===== src/rtl/accum_vector_arbiter_pkg.sv =====
// Shared types and helpers for the accumulator vector-stage arbiter.
package AccumArbPkg;

    // Fallback widths used when the instantiating config does not override them.
    localparam int DEF_N_CFG = 4;
    localparam int DEF_ABW   = 16;
    localparam int DEF_WBW   = 8;
    localparam int DEF_DIM   = 2;

    // Largest requester count the round-robin helper can scan.
    localparam int MAX_REQ   = 16;

    typedef enum logic {
        IDLE   = 1'b0,
        LOCKED = 1'b1
    } arb_state_e;

    // Owner index width; kept at least 1 so a 1-wide index always exists.
    function automatic int own_bw(input int n);
        return (n > 1) ? $clog2(n) : 1;
    endfunction

    // First ready requester at or after ptr, wrapping modulo n; -1 if none.
    function automatic int rr_pick(input logic [MAX_REQ-1:0] rdy, input int n, input int ptr);
        logic [MAX_REQ-1:0] sh;
        int j;
        rr_pick = -1;
        for (int k = MAX_REQ - 1; k >= 0; k--) begin
            if (k < n) begin
                j = ptr + k;
                if (j >= n) j = j - n;
                sh = rdy >> j;
                if (sh[0]) rr_pick = j;
            end
        end
    endfunction

endpackage


===== src/rtl/accum_vector_arbiter_fifo.sv =====
// Owner FIFO: remembers which requester owns each block still in flight.
module AccumFinOwnerFifo #(
    parameter int DEPTH = 4,
    parameter int W     = 1
) (
    input  logic         i_clk,
    input  logic         i_rst_n,
    input  logic         i_push,
    input  logic [W-1:0] i_din,
    input  logic         i_pop,
    output logic [W-1:0] o_head,
    output logic         o_full,
    output logic         o_empty
);
    localparam int PBW = (DEPTH > 1) ? $clog2(DEPTH) : 1;

    logic [DEPTH-1:0][W-1:0] r_mem;
    logic [PBW-1:0]          r_wp;
    logic [PBW-1:0]          r_rp;
    logic [PBW:0]            r_cnt;
    logic                    w_push;
    logic                    w_pop;

    assign o_full  = (r_cnt == (PBW+1)'(DEPTH));
    assign o_empty = (r_cnt == '0);
    assign o_head  = r_mem[r_rp];
    assign w_push  = i_push && !o_full;
    assign w_pop   = i_pop && !o_empty;

    // Storage needs no reset; only the pointers define validity.
    always_ff @(posedge i_clk) begin
        if (w_push) r_mem[r_wp] <= i_din;
    end

    // Pointers wrap naturally since DEPTH is a power of two.
    always_ff @(posedge i_clk or negedge i_rst_n) begin
        if (!i_rst_n) begin
            r_wp  <= '0;
            r_rp  <= '0;
            r_cnt <= '0;
        end else begin
            if (w_push) r_wp <= r_wp + 1'b1;
            if (w_pop)  r_rp <= r_rp + 1'b1;
            case ({w_push, w_pop})
                2'b10:   r_cnt <= r_cnt + 1'b1;
                2'b01:   r_cnt <= r_cnt - 1'b1;
                default: r_cnt <= r_cnt;
            endcase
        end
    end

endmodule


===== src/rtl/accum_vector_arbiter.sv =====
// Round-robin, block-locked arbiter sharing one vector stage among N_REQ requesters.
module accum_vector_arbiter
    import AccumArbPkg::*;
#(
    parameter  int N_REQ     = 2,
    parameter  int N_CFG     = DEF_N_CFG,
    parameter  int ABW       = DEF_ABW,
    parameter  int FIN_DEPTH = 4,
    parameter  int WBW       = DEF_WBW,
    parameter  int DIM       = DEF_DIM,
    localparam int NCFG_BW   = $clog2(N_CFG + 1),
    localparam int OWN_BW    = own_bw(N_REQ)
) (
    input  logic                                i_clk,
    input  logic                                i_rst_n,
    input  logic [N_REQ-1:0]                    req_rdy,
    output logic [N_REQ-1:0]                    req_ack,
    input  logic [N_REQ-1:0][NCFG_BW-1:0]       i_id,
    input  logic [N_REQ-1:0][ABW-1:0]           i_linear1,
    input  logic [N_REQ-1:0][ABW-1:0]           i_linear2,
    input  logic [N_REQ-1:0][DIM-1:0][WBW-1:0]  i_bofs,
    input  logic [N_REQ-1:0]                    i_retire,
    input  logic [N_REQ-1:0]                    i_islast,
    output logic                                dst_rdy,
    input  logic                                dst_ack,
    output logic [NCFG_BW-1:0]                  o_id,
    output logic [ABW-1:0]                      o_linear1,
    output logic [ABW-1:0]                      o_linear2,
    output logic [DIM-1:0][WBW-1:0]             o_bofs,
    output logic                                o_retire,
    output logic                                o_islast,
    input  logic                                fin_dval,
    output logic [N_REQ-1:0]                    o_fin_dval,
    output logic                                o_err
);
    arb_state_e              r_state;
    logic [OWN_BW-1:0]       r_own;
    logic [OWN_BW-1:0]       r_rr_ptr;
    logic                    r_dst_rdy;
    logic [NCFG_BW-1:0]      r_id;
    logic [ABW-1:0]          r_linear1;
    logic [ABW-1:0]          r_linear2;
    logic [DIM-1:0][WBW-1:0] r_bofs;
    logic                    r_retire;
    logic                    r_islast;
    logic                    r_err;

    int                      w_pick;
    logic                    w_has;
    logic [OWN_BW-1:0]       w_idx;
    logic [OWN_BW-1:0]       w_rr_next;
    logic                    w_slot_free;
    logic                    w_last;
    logic                    w_accept;
    logic                    w_full;
    logic                    w_empty;
    logic [OWN_BW-1:0]       w_head;
    logic                    w_pop;

    AccumFinOwnerFifo #(.DEPTH(FIN_DEPTH), .W(OWN_BW)) u_fifo (
        .i_clk   (i_clk),
        .i_rst_n (i_rst_n),
        .i_push  (w_accept && w_last),
        .i_din   (w_idx),
        .i_pop   (w_pop),
        .o_head  (w_head),
        .o_full  (w_full),
        .o_empty (w_empty)
    );

    // Winner selection and ack; data fields only enter through islast gating.
    always_comb begin
        w_slot_free = !r_dst_rdy || dst_ack;
        w_pick      = -1;
        if (r_state == IDLE)
            w_pick = rr_pick(MAX_REQ'(req_rdy), N_REQ, int'(r_rr_ptr));
        else if (req_rdy[r_own])
            w_pick = int'(r_own);
        w_has     = (w_pick >= 0);
        w_idx     = w_pick[OWN_BW-1:0];
        w_last    = i_islast[w_idx];
        w_accept  = w_has && w_slot_free && !(w_last && w_full);
        w_rr_next = (int'(w_idx) == N_REQ - 1) ? '0 : w_idx + 1'b1;
        req_ack   = '0;
        if (w_accept) req_ack[w_idx] = 1'b1;
    end

    // Fin is routed to the oldest outstanding owner with no added latency.
    always_comb begin
        w_pop      = fin_dval && !w_empty;
        o_fin_dval = '0;
        if (w_pop) o_fin_dval[w_head] = 1'b1;
    end

    // Block lock FSM plus round-robin pointer, which moves only on block end.
    always_ff @(posedge i_clk or negedge i_rst_n) begin
        if (!i_rst_n) begin
            r_state  <= IDLE;
            r_own    <= '0;
            r_rr_ptr <= '0;
        end else if (w_accept) begin
            if (w_last) begin
                r_state  <= IDLE;
                r_rr_ptr <= w_rr_next;
            end else begin
                r_state <= LOCKED;
                r_own   <= w_idx;
            end
        end
    end

    // Single output register; holds its beat until the vector stage takes it.
    always_ff @(posedge i_clk or negedge i_rst_n) begin
        if (!i_rst_n) begin
            r_dst_rdy <= 1'b0;
            r_id      <= '0;
            r_linear1 <= '0;
            r_linear2 <= '0;
            r_bofs    <= '0;
            r_retire  <= 1'b0;
            r_islast  <= 1'b0;
        end else if (w_accept) begin
            r_dst_rdy <= 1'b1;
            r_id      <= i_id[w_idx];
            r_linear1 <= i_linear1[w_idx];
            r_linear2 <= i_linear2[w_idx];
            r_bofs    <= i_bofs[w_idx];
            r_retire  <= i_retire[w_idx];
            r_islast  <= w_last;
        end else if (dst_ack) begin
            r_dst_rdy <= 1'b0;
        end
    end

    // Sticky flag for a fin with no block outstanding.
    always_ff @(posedge i_clk or negedge i_rst_n) begin
        if (!i_rst_n)               r_err <= 1'b0;
        else if (fin_dval && w_empty) r_err <= 1'b1;
    end

    assign dst_rdy   = r_dst_rdy;
    assign o_id      = r_id;
    assign o_linear1 = r_linear1;
    assign o_linear2 = r_linear2;
    assign o_bofs    = r_bofs;
    assign o_retire  = r_retire;
    assign o_islast  = r_islast;
    assign o_err     = r_err;

endmodule


===== config.mk =====
export PLATFORM = sky130hd
export DESIGN_NAME = accum_vector_arbiter
export DESIGN_NICKNAME = d
export VERILOG_FILES = /design/src/rtl/accum_vector_arbiter_pkg.sv /design/src/rtl/accum_vector_arbiter_fifo.sv /design/src/rtl/accum_vector_arbiter.sv
export SDC_FILE = /design/constraint.sdc
export NUM_CORES = 1
export LEC_CHECK = 0
export CAP_MARGIN = 30
export CORE_UTILIZATION = 40
export DETAILED_ROUTE_END_ITERATION = 6
export PLACE_DENSITY = 0.77
export RECOVER_POWER = 25
export SLEW_MARGIN = 20
export SYNTH_ARGS = -nofsm -noshare
export SYNTH_HDL_FRONTEND = slang
export SYNTH_SLANG_ARGS = --single-unit

===== constraint.sdc =====
create_clock -name i_clk -period 6.9 [get_ports i_clk]
set_input_delay 1.38 -clock i_clk [delete_from_list [all_inputs] [get_ports i_clk]]
set_output_delay 1.38 -clock i_clk [all_outputs]
set_load 0.02 [all_outputs]

After elaboration in Yosys (flattened, before gate mapping)
Index checks and enable logic that the tools add are counted.

Register bits: 69. Input bits: 112. Output and inout bits: 59. Logic and storage cells: 103.

$add $sub $neg: 8. $lt $le $gt $ge: 11. Eq/ne operators: 3. Shifts and indexed selects: 2. Multiplexer cells: 38. Bitwise operators: 1. Reduce and logical (&&, ||, !) cells: 21.

Operators by type and width (count): $mux W32 (8); $mux W16 (6); $shr A2 B32 Y1 (2); $ge A32 B1 Y1 const B (1); $mux W1 (14); $logic_and A1 B1 Y1 (11); $lt A1 B2 Y1 const B (3); $lt A2 B3 Y1 const B (2); $mux W3 (2); $pmux W3 S2 (1); $add A2 B1 Y2 const B (2); $bwmux W4 (1); $logic_not A1 Y1 (4); $mux W2 (2); $reduce_and A2 Y1 (2); $reduce_bool A2 Y1 (2); $add A3 B1 Y3 const B (1); $eq A3 B3 Y1 const B (1); $logic_not A3 Y1 (1); $sub A1 B2 Y3 const B (1); $sub A2 B2 Y3 const B (1); $sub A3 B1 Y3 const B (1); $add A1 B1 Y2 const B (1); $bmux W1 S2 (1); 11 further kinds (13).

Depth between registers and ports, before layout
Gate-level depths: netlist of run 1.

Depth in word-level cells: 17. Gate-level depth with buffers: 12. Depth with buffers taken out: 11.

By module
From an unflattened synthesis of run 1, not the netlist that was laid out.

Cells, all modules: 358. Area, all modules: 3689.8 um2.

By module, submodules not included: accum_vector_arbiter (instances 1, cells an instance 316, area an instance 3106.7 um2, seq. area each 1451.4 um2); AccumFinOwnerFifo (instances 1, cells an instance 42, area an instance 583.1 um2, seq. area each 295.3 um2).

Worst setup path after synthesis of run 1
OpenSTA, ideal clock, no wires.

Path kind: input port to output port. Start: input req_rdy[1]. End: output req_ack[0]. Arrival time: 2.323 ns. Data required time: 5.520 ns. Setup slack: 3.197 ns. Stages: 6. Buffers on the path: 2. Cell sequence: nand2_1 > o211a_1 > buf_2 > inv_2 > buf_2 > nor2_1.

Cells in the longest elaborated chain, start to end: 10. Elaborated cells on any way between the ends: 21. Those cells by class: order compare: 3; shift: 2; mux: 11; reduce/logical: 5.

Ends and longest elaborated chain: from (decl) (line accum_vector_arbiter.sv:16) `input logic [N_REQ-1:0] req_rdy,`; $shr A2 B32 Y1 or $mux W1 (tied branches) (line accum_vector_arbiter_pkg.sv:32, accum_vector_arbiter.sv:77); $mux W32 or $mux W1 (tied branches) (line accum_vector_arbiter_pkg.sv:33, accum_vector_arbiter.sv:77); $mux W32 (on tied branches) (line accum_vector_arbiter_pkg.sv:33, accum_vector_arbiter.sv:77); $mux W32 (*) (line accum_vector_arbiter.sv:75) `if (r_state == IDLE)`; named net u_fifo.i_din (line accum_vector_arbiter_fifo.sv:9) `input logic [W-1:0] i_din,`; branches (longest 5 deep; another with $ge A32 B1 Y1); $mux W2 (*) (line accum_vector_arbiter.sv:85) `if (w_accept) req_ack[w_idx] = 1'b1;`; to (decl) (line accum_vector_arbiter.sv:17) `output logic [N_REQ-1:0] req_ack,`.

Mark *: on every way through the listed nets, which the timed path passes. The select of a mux whose other input is x is not followed.

Worst setup path in the final report of run 1
Start: input req_rdy[1]. End: output req_ack[1].

Cells in the longest elaborated chain, start to end: 10. Elaborated cells on any way between the ends: 21. Those cells by class: order compare: 3; shift: 2; mux: 11; reduce/logical: 5.

Ends and longest elaborated chain (line): $shr A2 B32 Y1 or $mux W1 (tied branches) (accum_vector_arbiter_pkg.sv:32, accum_vector_arbiter.sv:77); $mux W32 or $mux W1 (tied branches) (accum_vector_arbiter_pkg.sv:33, accum_vector_arbiter.sv:77); $mux W32 (on tied branches) (accum_vector_arbiter_pkg.sv:33, accum_vector_arbiter.sv:77); $mux W32 (*) (accum_vector_arbiter.sv:75); branches (longest 5 deep; another with $ge A32 B1 Y1); $mux W2 (*) (accum_vector_arbiter.sv:85).

Every way passes the cells marked *. The select of a mux whose other input is x is not followed.

==> results.toml, run 1 <==
[yosys]
avgSynthCellArea_sq_um = 10.43
syn_nets = 470
syn-cell-area_sq_um = 3671
yosysUniqueCellTypes = 32
ys.warnings.count = 0
synth_seq_cells = 69
synth_cells = 352
synth_area_leaders = "dfrtp_1 (44%), mux2_4 (20%), nand2_1 (16%)"
synth_top_area_share = 0.4431
yosysTopAreaCell = "dfrtp_1"
ys_seq_area_frac = 0.4758

[hold_path]
min_path_type = "flop to flop"

[outcome]
status = "complete, but fails checks"
violations = "design-rule violations, max-capacitance violations, max-slew violations"

[sta]
worstMarginPinSlew_ns = 3.398
hold_viol_final = 0
fmax_mhz = 204.0
drv_slew = 66
finalSetupViolCount = 0
skew_ns = 0.01590
post-route-min-period_ns = 4.902
timing.slew.headroom = -1.265
setup_ws_ns = 1.998
period_share = 0.7104
setup_tns_ns = 0
rsz0062_at_grt = "false"

[cells_and_area]
drive_gt1_frac = 0.1431
fin_nets = 637
final_core_util = 0.6367
layoutNonFillerInstCount = 632
area_delta_synth_final_pct = 52.73
diodes = 0

[worst_setup_path]
cp_common_cell = "clkdlybuf4s50_1"
critPathMaxFanout = 4
critPathTopFamily = "buffers and inverters"
critPathLaunchType = "primary input"
worst-endpoint-required_ns = 5.52
path_class = "primary input to output pin"
cpPeakStageDelay_ns = 0.61
cp.arrival_ns = 3.52
path_cells = "clkdlybuf4s50_1, nand2_1, o211a_2, mux2i_1, o21ai_0, nor2_1, clkdlybuf4s50_1"
cp-end-kind = "output pin"
ff2ff_setup_slack_ns = 4.24
path_buf_inv = 2
critPathSlowestCell = "clkdlybuf4s50_1"

[pwr]
leakage_nw = 2.638
powerDensity_nw_per_um2 = 437.1
power_switching_share = 0.3637
p_int_mw = 1.559
pwr-share-clk = 0.144
power_mw = 2.450
power_frac_seq = 0.297
combPwrFrac = 0.559
ir_drop_v = 0.0002113
switching_power_uw = 891.3

[floorplan]
coreArea_sq_um = 8806
start_util = 0.4169
rows = 34
die_h_um = 97.80
die_w_um = 97.80
io_pins = 171
die-area_sq_um = 9565

[placed_design]
dp_hpwl_um = 6294
post-place-ws_ns = 2.030
place_congestion = 0.7526
port_buffers = 170
place_inst = 616

[clock_network]
ctsHoldBuffers = 0
clk_path_buf_depth = 2
cts_tree = "built"
h-tree-depth = 3
cts_made_buffers = 9
clock_latency_ns = 0.34
post_cts.repair.setup_buffers = 0
path_clk_slew_ns = 0.08
cts_resized = 0
clock_sinks = 69
cts-root-buf = "clkbuf_8"

[global_route]
grt_max_degree = 66
grt_use_total = 0.1941
first_global_vias = 3240
grt_antenna_before_repair = 0
grt_pass1_wl_um = 14830
gr-total-overflow = 0

[detailed_routing]
wl_met1_um = 3569
routed-wl-met2_um = 4327
routed_wl_um = 8800
routedWlPerCell_um = 13.92
ant_nets = 0
drc = 28
via_per_inst = 4.840
drt_first_pass_iters = 6
vias = 3059
drt_iter0_drc = 95
wl_met3_um = 659
top_layer = "met4"

[flow_run]
cap_violations = 1
-- final timing paths --
path	start	end	cells past startpoint
max	req_rdy[1]	req_ack[1]	7
min	o_err	o_err	1
max reg2reg	r_state	u_fifo.r_cnt[2]	11
min reg2reg	o_err	o_err	1
max in group asynchronous	i_rst_n	o_bofs[9]	2
min in group asynchronous	i_rst_n	u_fifo.r_wp[1]	2
-- flip-flops by register name, indices dropped and copies added, names as in the netlist --
signal,flops
dst_rdy,1
o_bofs,16
o_err,1
o_id,3
o_islast,1
o_linear1,16
o_linear2,16
o_retire,1
r_own,1
r_rr_ptr,1
r_state,1
u_fifo.r_cnt,3
u_fifo.r_mem,4
u_fifo.r_rp,2
u_fifo.r_wp,2
-- layer usage --
metal,track usage,up-vias
li1,-,1454
met1,0.2263,1451
met2,0.3382,134
met3,0.04295,20
met4,0.09557,0
met5,0,-
-- area by class of cell --
type / count / area, sq um
multi-input combinational: 257 / 1737
clock buffer: 10 / 127.6
timing repair buffer: 174 / 1743
sequential: 69 / 1747
tap: 108 / 135.1
clock inverter: 6 / 87.58
fill: 707 / 3199
inverter: 8 / 30.03
-- power by group through the flow --
stage,Combinational [mW],Clock (mW),Sequential [mW]
floorplan,0.682,0,0.922
global placement,1.34,0,0.723
finish,1.37,0.354,0.728
CTS,1.38,0.366,0.730
detailed placement,1.38,0,0.731
global route,1.46,0.382,0.756
-- synth_stat cells, drive strengths merged --
| library cell | count |
|---|---|
| nor3 | 2 |
| nor2 | 5 |
| inv | 8 |
| fa | 1 |
| o31ai | 1 |
| edfxtp | 4 |
| buf | 14 |
| o21a | 2 |
| mux2i | 2 |
| a21oi | 1 |
| ha | 5 |
| o21ai | 3 |
| nand3 | 1 |
| xnor2 | 4 |
| mux2 | 53 |
| nand2 | 161 |
| mux4 | 1 |
| and2 | 5 |
| nand2b | 3 |
| xor2 | 2 |
| o211a | 1 |
| dfrtp | 65 |
| clkbuf | 4 |
| and3b | 1 |
| a21o | 2 |
| a32o | 1 |
-- logic make-up after synthesis --
| kind of cell | Yosys count | synth area share |
|---|---|---|
| compound gates | 11 | 0.02113 |
| xor+xnor | 6 | 0.01431 |
| fa+ha+maj | 6 | 0.02250 |
| buf+inv | 26 | 0.05317 |
| flops | 69 | 0.4758 |
| mux | 56 | 0.2232 |
| simple gates | 178 | 0.1898 |
-- worst register-to-register path: stages, from the launching register on --
cell     delay (ns)
dfrtp_1        0.43
nand2_1        0.10
o211a_2        0.21
mux2i_1        0.31
and3b_1        0.32
inv_1          0.14
ha_1           0.20
inv_1          0.06
fa_1           0.37
xor2_1         0.15
nor2_1         0.11
xor2_1         0.16
-- through the flow --
step / cell area [sq um] / hold slack, ns
floorplan: 3671 / 0.4528
global placement: 5368 / 0.4413
detailed placement: 5395 / 0.4552
CTS: 5610 / 0.4730
global route: 5607 / 0.5018
finish: 5607 / 0.4654
-- cell usage in the layout, fill, tap and decap left out, types with 2 or more instances in the layout --
| master | synthesis | routed |
|---|---|---|
| clkbuf_8 | 0 | 9 |
| mux2_4 | 48 | 48 |
| ha_1 | 5 | 5 |
| edfxtp_1 | 4 | 4 |
| mux2i_1 | 2 | 2 |
| clkinv_4 | 0 | 2 |
| clkinv_2 | 0 | 2 |
| nand2_1 | 161 | 161 |
| nand2b_1 | 3 | 3 |
| clkbuf_1 | 4 | 2 |
| mux2_2 | 4 | 4 |
| dfrtp_1 | 65 | 65 |
| buf_4 | 0 | 2 |
| inv_1 | 7 | 7 |
| nor2_1 | 5 | 5 |
| a21o_1 | 2 | 2 |
| o21ai_0 | 3 | 3 |
| nor3_1 | 2 | 2 |
| bufinv_16 | 0 | 2 |
| and2_1 | 5 | 5 |
| xor2_1 | 2 | 2 |
| clkdlybuf4s50_1 | 0 | 168 |
| xnor2_1 | 4 | 4 |
No activity file was read; power rests on OpenSTA's default activity.
==> run 2: changes to the inputs <==
Settings changed: CORE_UTILIZATION 40 to 38.
Clock period 6.9 ns to 4.4 ns, I/O delays scaled along.
==> results.toml, run 2 (synthesis gave the netlist of run 1 again) <==
[clock_network]
clock_latency_ns = 0.32
cts_resized = 0
post_cts.repair.setup_buffers = 0
h-tree-depth = 3
clock_sinks = 69
cts_made_buffers = 9
ctsHoldBuffers = 0
path_clk_slew_ns = 0.08
cts-root-buf = "clkbuf_8"
cts_tree = "built"
clk_path_buf_depth = 2

[placed_design]
place_congestion = 0.7690
port_buffers = 170
dp_hpwl_um = 6496

[cells_and_area]
fin_nets = 637
layout_common_cells = "clkdlybuf4s50_1 (168), nand2_1 (161), dfrtp_1 (65)"
diodes = 0
area_delta_synth_final_pct = 52.28
layout_commonest_cell = "clkdlybuf4s50_1"
nFillCells = 816
drive_gt1_frac = 0.1374

[sta]
period_share = 0.8768
setup_tns_ns = 0
post-route-min-period_ns = 3.858
hold_viol_final = 0
finalSetupViolCount = 0
worstMarginPinSlew_ns = 1.709
drv_slew = 68
skew_ns = 0.01547
timing.slew.headroom = -0.1393
rsz0062_at_grt = "false"
fmax_mhz = 259.2

[pwr]
power_mw = 3.749
leakage_nw = 2.616
powerDensity_nw_per_um2 = 670.7
ir_drop_v = 0.0002834

[worst_setup_path]
r2r-start = "r_state"
rr_endpoint = "u_fifo.r_cnt[2]"
path_class = "primary input to output pin"
cp-end-kind = "output pin"
ff2ff_path_depth = 11
critPathLaunchType = "primary input"
cp.arrival_ns = 2.98
critPathMaxFanout = 4
worst-endpoint-required_ns = 3.52
ff2ff_setup_slack_ns = 1.77

[detailed_routing]
routed_wl_um = 8766
drt_iter0_drc = 63
via_per_inst = 4.571
drc = 0
ant_nets = 0
routedWlPerCell_um = 13.42
drt_first_pass_iters = 4
vias = 2985

[floorplan]
start_util = 0.3954
io_pins = 171
coreArea_sq_um = 9284
rows = 35
die-area_sq_um = 10060
die_w_um = 100.3
die_h_um = 100.3

[flow_run]
cap_violations = 2

[hold_path]
hold_end = "o_err"
min_path_type = "flop to flop"
hold_depth = 1
min_from = "o_err"

[global_route]
grt_use_total = 0.1745
grt_antenna_before_repair = 0
grt_pass1_wl_um = 13820
first_global_vias = 2951
grt_max_degree = 58
gr-total-overflow = 0

[outcome]
violations = "max-capacitance violations, max-slew violations"
status = "complete, but fails checks"
run 2: cell type report:
type                       count  area, sq um  share of cell area
clock inverter                 1        5.005           0.0008953
sequential                    69         1747              0.3124
inverter                       8        30.03            0.005372
tap                          129        161.4             0.02887
clock buffer                  15        176.4             0.03156
timing repair buffer         174         1734              0.3102
multi-input combinational    257         1737              0.3107
run 2: critical path, stage by stage:
cell	delay (ns)
clkdlybuf4s50_1	0.51
nand2_1	0.07
o211a_2	0.26
mux2i_1	0.28
o21ai_0	0.24
nor2_1	0.13
clkdlybuf4s50_1	0.61
run 2: per-layer routing:
layer,routed length (um),GRT usage,vias to the layer above
li1,-,-,1458
met1,3611,0.1992,1427
met2,4574,0.3256,92
met3,510,0.03760,8
met4,70,0.05017,0
met5,0,0,-
run 2: report_power, final:
| part | switching (mW) | internal, mW | total (mW) | leakage [nW] |
|---|---|---|---|---|
| combinational | 0.977 | 1.17 | 2.14 | 1.72 |
| clock | 0.209 | 0.251 | 0.460 | 0.0937 |
| sequential | 0.188 | 0.957 | 1.14 | 0.802 |
| total | 1.37 | 2.38 | 3.75 | 2.62 |
run 2: how the worst max path moves through the flow:
stage,from,end,slack [ns]
floorplan,req_rdy[1],u_fifo.r_cnt[2],1.63
global route,i_rst_n,o_bofs[5],0.33
CTS,req_rdy[1],req_ack[0],0.53
finish,req_rdy[1],req_ack[0],0.54
global placement,req_rdy[1],req_ack[0],0.63
detailed placement,req_rdy[1],req_ack[0],0.55
run 2: through the flow:
step	instances	hold WS, ns	worst slack [ns]	area (sq um)	util
CTS	653	0.4746	0.5305	5595	0.6027
floorplan	352	0.4528	1.626	3671	-
global placement	637	0.4445	0.6312	5414	0.5832
detailed placement	637	0.4521	0.5513	5414	0.5832
finish	653	0.4690	0.5421	5590	0.6022
global route	653	0.4840	0.3288	5590	0.6022
==> run 3: changes to the inputs <==
Settings changed: GPL_TIMING_DRIVEN set to 0.
==> results.toml, run 3 (synthesis gave the netlist of run 1 again) <==
[outcome]
status = "complete, but fails checks"
violations = "max-capacitance violations, max-slew violations"

[worst_setup_path]
critPathSlowestCell = "clkdlybuf4s50_1"
cp-end-kind = "output pin"
r2r-start = "r_state"
cpPeakStageDelay_ns = 0.55
path_buf_inv = 5
path_cells = "clkdlybuf4s50_1, nand2_1, o211a_1, buf_2, inv_2, buf_2, nor2_1, clkdlybuf4s50_1"
critPathMaxFanout = 13
critPathLaunchType = "primary input"
rr_endpoint = "u_fifo.r_cnt[2]"
worst-endpoint-required_ns = 3.52
cp.arrival_ns = 3.03
ff2ff_path_depth = 12
ff2ff_setup_slack_ns = 1.81
path_class = "primary input to output pin"
critPathTopFamily = "buffers and inverters"

[sta]
period_share = 0.8878
finalSetupViolCount = 0
post-route-min-period_ns = 3.906
setup_tns_ns = 0
timing.slew.headroom = -0.1974
hold_slack_ns = 0.4546
drv_slew = 68
worstMarginPinSlew_ns = 1.796
skew_ns = 0.009095
fmax_mhz = 256.0
rsz0062_at_grt = "false"
setup_ws_ns = 0.4937
hold_viol_final = 0

[floorplan]
coreArea_sq_um = 9284
start_util = 0.3954
die_w_um = 100.3
rows = 35
io_pins = 171
die-area_sq_um = 10060
die_h_um = 100.3

[global_route]
grt_pass1_wl_um = 14230
grt_use_total = 0.1823
gr-total-overflow = 0
grt_antenna_before_repair = 0
grt_max_degree = 35
first_global_vias = 3003

[hold_path]
hold_end = "o_err"
hold_depth = 1
min_from = "o_err"
min_path_type = "flop to flop"

[clock_network]
cts_tree = "built"
path_clk_slew_ns = 0.07
ctsHoldBuffers = 0
cts_resized = 0
clock_sinks = 69
cts-root-buf = "clkbuf_8"
h-tree-depth = 3
cts_made_buffers = 9
post_cts.repair.setup_buffers = 0
clock_latency_ns = 0.33
clk_path_buf_depth = 2

[placed_design]
post-place-ws_ns = 0.4747
dp_hpwl_um = 6914
place_congestion = 0.7500
place_inst = 652
port_buffers = 170

[detailed_routing]
vias = 2996
routedWlPerCell_um = 13.47
drt_first_pass_iters = 4
via_per_inst = 4.485
routed_wl_um = 8998
ant_nets = 0
drt_iter0_drc = 70
drc = 0

[flow_run]
cap_violations = 2

[cells_and_area]
fin_nets = 652
diodes = 0
layout_common_cells = "clkdlybuf4s50_1 (169), nand2_1 (161), dfrtp_1 (65)"
drive_gt1_frac = 0.1503
area_delta_synth_final_pct = 56.20
layout_commonest_cell = "clkdlybuf4s50_1"
layoutNonFillerInstCount = 668

[pwr]
ir_drop_v = 0.0002794
leakage_nw = 2.693
powerDensity_nw_per_um2 = 677.4
==> run 3: changes by cell type in the layout (fill, tap and decap cells not counted), moves of 2 or more <==
cell,before,now
buf_12,1,5
buf_2,0,7
buf_4,2,0
clkbuf_1,5,8
==> run 3: final cells by class <==
cell class	instances	area, sq um
Sequential cell	69	1747
Fill cell	790	3550
Timing Repair Buffer	171	1699
Tap cell	129	161.4
Multi-Input combinational cell	257	1729
Inverter	8	30.03
Clock inverter	3	43.79
Clock buffer	13	158.9
Buffer	18	165.2
==> run 3: power by group <==
| part | switching, mW | internal (mW) | total, mW |
|---|---|---|---|
| Sequential | 0.179 | 0.956 | 1.13 |
| Clock | 0.226 | 0.294 | 0.519 |
| Combinational | 0.996 | 1.23 | 2.23 |
| Total | 1.40 | 2.48 | 3.88 |
==> run 3: how the worst max path moves through the flow <==
stage          depth (start not counted)         endpoint  startpoint
6_report                               8       req_ack[0]  req_rdy[1]
5_1_grt                                2     o_linear1[4]     i_rst_n
4_1_cts                                8       req_ack[0]  req_rdy[1]
3_5_place_dp                           8       req_ack[0]  req_rdy[1]
3_3_place_gp                           1          o_id[0]     i_rst_n
2_1_floorplan                         12  u_fifo.r_cnt[2]  req_rdy[1]
==> run 3: worst register-to-register path: stages (launching register included) <==
cell and delay (ns):
dfrtp_1 0.41, nand2_1 0.10, o211a_1 0.18, mux2i_1 0.26, and3b_1 0.20, buf_2 0.16, inv_1 0.13, ha_1 0.21
inv_1 0.07, fa_1 0.38, xor2_1 0.15, nor2_1 0.11, xor2_1 0.16
==> run 3: per-stage QoR <==
step | power, mW | area [sq um] | utilization
global route | 4.138 | 5734 | 0.6177
CTS | 3.939 | 5754 | 0.6198
floorplan | 2.515 | 3671 | -
global placement | 3.343 | 5534 | 0.5961
detailed placement | 3.393 | 5552 | 0.5980
finish | 3.884 | 5734 | 0.6177
==> run 3: routing by layer <==
metal / routed length [um] / up-vias / global-route usage
met5: 0 / - / 0
li1: - / 1486 / -
met2: 4461 / 97 / 0.3077
met4: 119 / 0 / 0.06132
met3: 564 / 13 / 0.04039
met1: 3853 / 1400 / 0.2314
